**config.mk**
```make
export PLATFORM = sky130hd
export DESIGN_NAME = dmem_arbiter
export DESIGN_NICKNAME = d
export VERILOG_FILES = /design/src/rtl/dmem_pkg.sv /design/src/rtl/rr_pick2.sv /design/src/rtl/dmem_arbiter.sv
export SDC_FILE = /design/constraint.sdc
export NUM_CORES = 1
export LEC_CHECK = 0
export ABC_AREA = 1
export CAP_MARGIN = 20
export CORE_UTILIZATION = 39
export CTS_BUF_LIST = sky130_fd_sc_hd__clkbuf_4 sky130_fd_sc_hd__clkbuf_8
export CTS_CLUSTER_SIZE = 8
export DETAILED_ROUTE_END_ITERATION = 10
export PLACE_DENSITY = 0.89
export SETUP_SLACK_MARGIN = 0.05
export SYNTH_ARGS = -nofsm -noshare
export SYNTH_HDL_FRONTEND = slang
export SYNTH_SLANG_ARGS = --single-unit
```
**constraint.sdc**
```tcl
create_clock -name clk -period 1.4 [get_ports clk]
set_clock_uncertainty 0.2 [all_clocks]
set_input_delay 0.28 -clock clk [delete_from_list [all_inputs] [get_ports clk]]
set_output_delay 0.28 -clock clk [all_outputs]
set_load 0.005 [all_outputs]
```
**src/rtl/dmem_pkg.sv**
```systemverilog
// rtl/dmem_pkg.sv - shared types and constants for the data-memory arbiter
package dmem_pkg;

  localparam int ADDR_W_DEFAULT = 10;
  localparam int DATA_W_DEFAULT = 32;

  // Requester ids as carried in the latched grant
  localparam logic REQ_CPU = 1'b0;
  localparam logic REQ_LDR = 1'b1;

  typedef enum logic [1:0] {
    IDLE  = 2'd0,
    SERVE = 2'd1,
    DONE  = 2'd2
  } state_t;

endpackage

```
**src/rtl/rr_pick2.sv**
```systemverilog
// rtl/rr_pick2.sv - combinational two-way round-robin selector
module rr_pick2 (
  input  logic req0,
  input  logic req1,
  input  logic last_grant,
  output logic valid,
  output logic winner
);

  // A lone request wins outright; on contention the requester not granted last time wins
  always_comb begin
    valid  = req0 | req1;
    winner = 1'b0;
    if (req0 && req1) begin
      winner = ~last_grant;
    end else if (req1) begin
      winner = 1'b1;
    end
  end

endmodule

```
**src/rtl/dmem_arbiter.sv**
```systemverilog
// rtl/dmem_arbiter.sv - round-robin arbiter sharing the single-port data memory
module dmem_arbiter
  import dmem_pkg::*;
#(
  parameter int ADDR_W = ADDR_W_DEFAULT,
  parameter int DATA_W = DATA_W_DEFAULT
) (
  input  logic              clk,
  input  logic              reset,
  input  logic              req0,
  input  logic              we0,
  input  logic [ADDR_W-1:0] addr0,
  input  logic [DATA_W-1:0] wdata0,
  output logic              ack0,
  output logic [DATA_W-1:0] rdata0,
  input  logic              req1,
  input  logic              we1,
  input  logic [ADDR_W-1:0] addr1,
  input  logic [DATA_W-1:0] wdata1,
  output logic              ack1,
  output logic [DATA_W-1:0] rdata1,
  output logic              mem_regWrEn,
  output logic [ADDR_W-1:0] mem_addr,
  output logic [DATA_W-1:0] mem_dataIn,
  input  logic [DATA_W-1:0] mem_dataOut,
  output logic              busy
);

  state_t            state;
  state_t            state_nxt;
  logic              latch_en;
  logic              capture_en;
  logic              pick_valid;
  logic              pick_winner;
  logic              last_grant;
  logic              cur_id;
  logic              cur_we;
  logic [ADDR_W-1:0] cur_addr;
  logic [DATA_W-1:0] cur_wdata;

  rr_pick2 u_pick (
    .req0       (req0),
    .req1       (req1),
    .last_grant (last_grant),
    .valid      (pick_valid),
    .winner     (pick_winner)
  );

  // Next-state: sample in IDLE, one memory cycle in SERVE, acknowledge in DONE
  always_comb begin
    state_nxt  = state;
    latch_en   = 1'b0;
    capture_en = 1'b0;
    case (state)
      IDLE: begin
        if (pick_valid) begin
          state_nxt = SERVE;
          latch_en  = 1'b1;
        end
      end
      SERVE: begin
        state_nxt  = DONE;
        capture_en = 1'b1;
      end
      DONE:    state_nxt = IDLE;
      default: state_nxt = IDLE;
    endcase
  end

  // State register
  always_ff @(posedge clk) begin
    if (reset) begin
      state <= IDLE;
    end else begin
      state <= state_nxt;
    end
  end

  // Latch the winning request so later input changes cannot disturb the access
  always_ff @(posedge clk) begin
    if (reset) begin
      last_grant <= REQ_LDR;
      cur_id     <= REQ_CPU;
      cur_we     <= 1'b0;
      cur_addr   <= '0;
      cur_wdata  <= '0;
    end else if (latch_en) begin
      last_grant <= pick_winner;
      cur_id     <= pick_winner;
      cur_we     <= (pick_winner == REQ_LDR) ? we1    : we0;
      cur_addr   <= (pick_winner == REQ_LDR) ? addr1  : addr0;
      cur_wdata  <= (pick_winner == REQ_LDR) ? wdata1 : wdata0;
    end
  end

  // Capture memory read data for the winner only; writes return the old contents
  always_ff @(posedge clk) begin
    if (reset) begin
      rdata0 <= '0;
      rdata1 <= '0;
    end else if (capture_en) begin
      if (cur_id == REQ_CPU) begin
        rdata0 <= mem_dataOut;
      end else begin
        rdata1 <= mem_dataOut;
      end
    end
  end

  // Address/data hold their last latched values outside SERVE; reset blocks a pending write
  assign mem_addr    = cur_addr;
  assign mem_dataIn  = cur_wdata;
  assign mem_regWrEn = (state == SERVE) && cur_we && !reset;
  assign ack0        = (state == DONE) && (cur_id == REQ_CPU) && !reset;
  assign ack1        = (state == DONE) && (cur_id == REQ_LDR) && !reset;
  assign busy        = (state != IDLE);

endmodule

```
* Yosys cells after proc, flatten, opt, wreduce, memory -nomap -nowiden
Cells that the tools add are included.
** Cells by class
- Eq/ne operators :: 3
- Muxes and demuxes :: 10
- Bitwise logic cells :: 3
- Reduce and logical (&&, ||, !) cells :: 12
** Operators with widths (count)
- 32-bit two-way mux :: 1
- 10-bit two-way mux :: 1
- 1-bit logical AND :: 7
- 1-bit two-way mux :: 6
- 2-bit case mux with 2 select lines :: 1
- 2-bit AND reduction :: 2
- 2-bit by 1-bit equality test with 1-bit output, second input constant :: 1
- 2-bit equality test, second input constant :: 1
- 2-bit zero test :: 1
- 2-bit two-way mux :: 1
- 2-bit != test, second input constant :: 1
- 1-bit NOT :: 2
- 2-bit nonzero test :: 1
- 1-bit zero test :: 1
- 1-bit OR :: 1
** Word-level totals
- Bits in registers :: 111
- Input port bits :: 122
- Output and inout port bits :: 110
- Logic and storage cells :: 36

* Depth between registers and ports, before layout
- Word-level depth :: 3
- Gate-level depth with buffers :: 8
- Mapped depth without buffers :: 6

* Cells and area by module
From an unflattened synthesis, not the netlist that was laid out.
** Second synthesis, totals
- Cell total of the unflattened synthesis :: 783
- Area total of the unflattened synthesis :: 5028.6 um^2
** By module, submodules not included
- dmem_arbiter :: times used 1, cells each 780, area an instance 5013.6 um^2
- rr_pick2 :: times used 1, cells each 3, area an instance 15.0 um^2

* Worst setup path after synthesis
No wires, ideal clock.
- Path kind :: reg-to-output
- From :: register state[0]
- To :: output ack1
- Data arrival time :: 1066 ps
- Setup slack :: -146 ps
- Cell stages (with the launch flop) :: 5
- Cell sequence :: dfxtp_1 buf_2 buf_2 buf_2 nor4_1
** Between the ends
- Word-level cells in the longest chain between the ends :: 3
** RTL lines
- start: declaration :: RTL line dmem_arbiter.sv:29 : state_t state;
- start signal: assignment :: RTL line dmem_arbiter.sv:75 : state <= state_nxt;
- 2-bit equality test :: RTL line dmem_arbiter.sv:115 : assign ack1 = (state == DONE) && (cur_id == REQ_LDR) && !reset;
- 1-bit logical AND (2 in series) :: RTL line dmem_arbiter.sv:115
- end: declaration :: RTL line dmem_arbiter.sv:20 : output logic ack1,
Every way passes these cells.

* Worst setup path in the final report
- From :: register state[1]
- To :: output ack1
The elaborated chain is that of the path after synthesis.

==> flow_metrics.env <==
export IMPL_status="complete, but fails checks"
export IMPL_violations="setup timing"
export IMPL_max_stage_delay_ps=360
export IMPL_synth_cell_area_sq_um=5140
export IMPL_core_rowCount=41
export IMPL_layout_common_cells="195 x nand2_1, 119 x clkdlybuf4s50_1, 106 x dfxtp_2, 89 x nor2_1, 84 x buf_2"
export IMPL_worstReg2RegEnd="rdata1[12]"
export IMPL_path_cells="inv_4 -> nor4_4 -> buf_2"
export IMPL_finalHoldViolCount=0
export IMPL_relSlewSlack=0.607
export IMPL_intPower_mw=5.46
export IMPL_area_growth_pct=52.6
export IMPL_utilization=0.617
export IMPL_ys_types=22
export IMPL_max_cap_violations=0
export IMPL_coreArea_sq_um=12700
export IMPL_endpoint_kind="output pin"
export IMPL_firstDrtPassIters=5
export IMPL_yosysWarnings=0
export IMPL_grt_remaining_overflow=0
export IMPL_power_frac_comb=0.256
export IMPL_htreeDepth=3
export IMPL_synth_edf_count=0
export IMPL_grt_usage=0.230
export IMPL_final_nets=1080
export IMPL_rr_startpoint="state[1]"
export IMPL_die_area_sq_um=13600
export IMPL_grt_max_degree=57
export IMPL_fmax_mhz=584
export IMPL_ys_ff_latch=111
export IMPL_initial_utilization=0.404
export IMPL_wl_mm=16.2
export IMPL_crit_path_max_fanout=6
export IMPL_synth_nets=859
export IMPL_swShare=0.287
export IMPL_place_area_sq_um=7740
export IMPL_r2r_slack_ps=-240
export IMPL_drive_gt1_frac=0.305
export IMPL_critPathSlowestCell="dfxtp_2"
export IMPL_grt_first_pass_wirelength_mm=24.5
export IMPL_hp_class="primary input to flop"
export IMPL_irDropWorstVdd_mv=0.549
export IMPL_place_ws_ps=-407
export IMPL_final_common_cell="nand2_1"
export IMPL_clk_pin_slew_ps=100
export IMPL_drtIter0Drc=499
export IMPL_synth_seq_area_share=0.432
export IMPL_fin_crit_ps=1710
export IMPL_fp_dieH_um=117
export IMPL_dpl_cell_count=1107
export IMPL_clock_power_share=0.279
export IMPL_drc_errors=0
export IMPL_period_share=1.22
export IMPL_synthFlopType="dfxtp_1"
export IMPL_p_switching_mw=2.20
export IMPL_hpwl_mm=11.2
export IMPL_fin_area_sq_um=7840
export IMPL_criticalPathCategory="flop to output pin"
export IMPL_rsz0062_at_grt="yes"
export IMPL_grt_antenna_before_repair=1
export IMPL_via_per_inst=5.03
export IMPL_numCtsBuffers=9
export IMPL_p_seq_frac=0.465
export IMPL_cts_tree="done"
export IMPL_cp_start_kind="flop"
export IMPL_avgSynthCellArea_sq_um=6.98
export IMPL_wl_per_cell_um=14.3
export IMPL_setup_slack_ps=-312
export IMPL_leakage_nw=3.47
export IMPL_crit_arrival_ps=1230
export IMPL_async_flop_share=0
export IMPL_fin_tns_setup_ps=-15020
export IMPL_io_buffers=231
export IMPL_cp_startpoint="state[1]"
export IMPL_finalSetupViolCount=111
export IMPL_fill_cells=1120
export IMPL_clk_latency_ps=380
export IMPL_slew_violations=0
export IMPL_postSynthCellCount=737
export IMPL_instances_no_fill=1135
export IMPL_hold_buffers=0
export IMPL_endpoint="ack1"
export IMPL_grt_pass1_vias=5018
export IMPL_cts_root_buf="clkbuf_8"
export IMPL_required_ps=920
export IMPL_reg2reg_depth=6
export IMPL_io_pin_count=232
export IMPL_ant_nets=0
export IMPL_p_per_area_nw_per_um2=976
export IMPL_cts_buffer_depth=2
export IMPL_die_w_um=117
export IMPL_gp_congestion=0.772
export IMPL_vias=5708
export IMPL_cts_sinks=111
export IMPL_worst_pin_slew_ps=590
## layout make-up
| class | count | area, sq um | share of cell area |
|---|---|---|---|
| Antenna cell | 1 | 2.50 | 0.000319 |
| Clock buffer | 10 | 138 | 0.0175 |
| Inverter | 47 | 179 | 0.0228 |
| Multi-Input combinational cell | 512 | 2460 | 0.314 |
| Timing Repair Buffer | 277 | 2400 | 0.306 |
| Sequential cell | 111 | 2360 | 0.301 |
| Tap cell | 172 | 215 | 0.0274 |
| Clock inverter | 5 | 82.6 | 0.0105 |
## stage by stage
stage / power, mW / hold WS (ps)
floorplan: 4.56 / 249
CTS: 7.65 / 122
global route: 8.07 / 149
finish: 7.66 / 134
detailed placement: 5.64 / 247
global placement: 5.60 / 247
## flip-flops by register name, indices dropped and copies added (netlist names)
| register | flops |
|---|---|
| mem_dataIn | 32 |
| rdata0 | 32 |
| rdata1 | 32 |
| mem_addr | 10 |
| state | 2 |
| cur_id | 1 |
| cur_we | 1 |
| last_grant | 1 |
## metal layers
| metal | vias up | wire length [um] | GRT usage |
|---|---|---|---|
| met1 | 2573 | 6330 | 0.263 |
| met3 | 30 | 1820 | 0.0793 |
| met4 | 0 | 391 | 0.0911 |
| met2 | 257 | 7670 | 0.395 |
| met5 | - | 0 | 0 |
| li1 | 2848 | - | - |
## worst max-delay path: cells and delay by family, from the launching register on
kind                   cells  cell delay, ps
DFF                        1             360
and+or+nand+nor            1             260
buffers and inverters      2             220
## repair_timing
action,CTS,global route
buffers inserted,12,0
pin swaps,2,0
gates resized for setup,554,24
endpoints found under the setup margin,219,145
## Yosys cell counts, types with 2 or more instances
master | number | share of area
a21boi_0 | 34 | 0.050
a21boi_1 | 9 | 0.013
a21oi_1 | 65 | 0.063
buf_1 | 4 | 0.0029
buf_2 | 25 | 0.024
buf_4 | 8 | 0.012
buf_6 | 2 | 0.0044
clkbuf_1 | 28 | 0.020
dfxtp_1 | 111 | 0.43
inv_1 | 44 | 0.032
inv_2 | 2 | 0.0015
nand2_1 | 197 | 0.14
nand3_1 | 47 | 0.046
nand4_1 | 64 | 0.078
nor2_1 | 89 | 0.065
nor4_1 | 2 | 0.0024
## power groups by stage
stage	logic (mW)	registers, mW	clock network, mW
after floorplan	0.968	3.59	0
after global placement	2.02	3.58	0
after detailed placement	2.06	3.59	0
after CTS	1.92	3.55	2.18
after global routing	2.17	3.59	2.31
final	1.96	3.56	2.14
## cells by family (layout without fill, tap and decap cells)
| group | after synthesis | after routing | synth area share |
|---|---|---|---|
| and+or+nand+nor | 403 | 403 | 0.340 |
| buffers and inverters | 114 | 339 | 0.0981 |
| DFF | 111 | 111 | 0.432 |
| AOI/OAI and AO/OA | 109 | 109 | 0.129 |
| other | 0 | 1 | 0 |
## worst min path at each step
stage / endpoint / depth (start not counted) / from
6_report: state[0] / 3 / reset
5_1_grt: state[0] / 3 / reset
4_1_cts: state[0] / 3 / reset
3_5_place_dp: rdata0[18] / 2 / rdata0[18]
3_3_place_gp: rdata1[23] / 2 / rdata1[23]
2_1_floorplan: last_grant / 2 / last_grant
(Power assumes the default switching activity.)
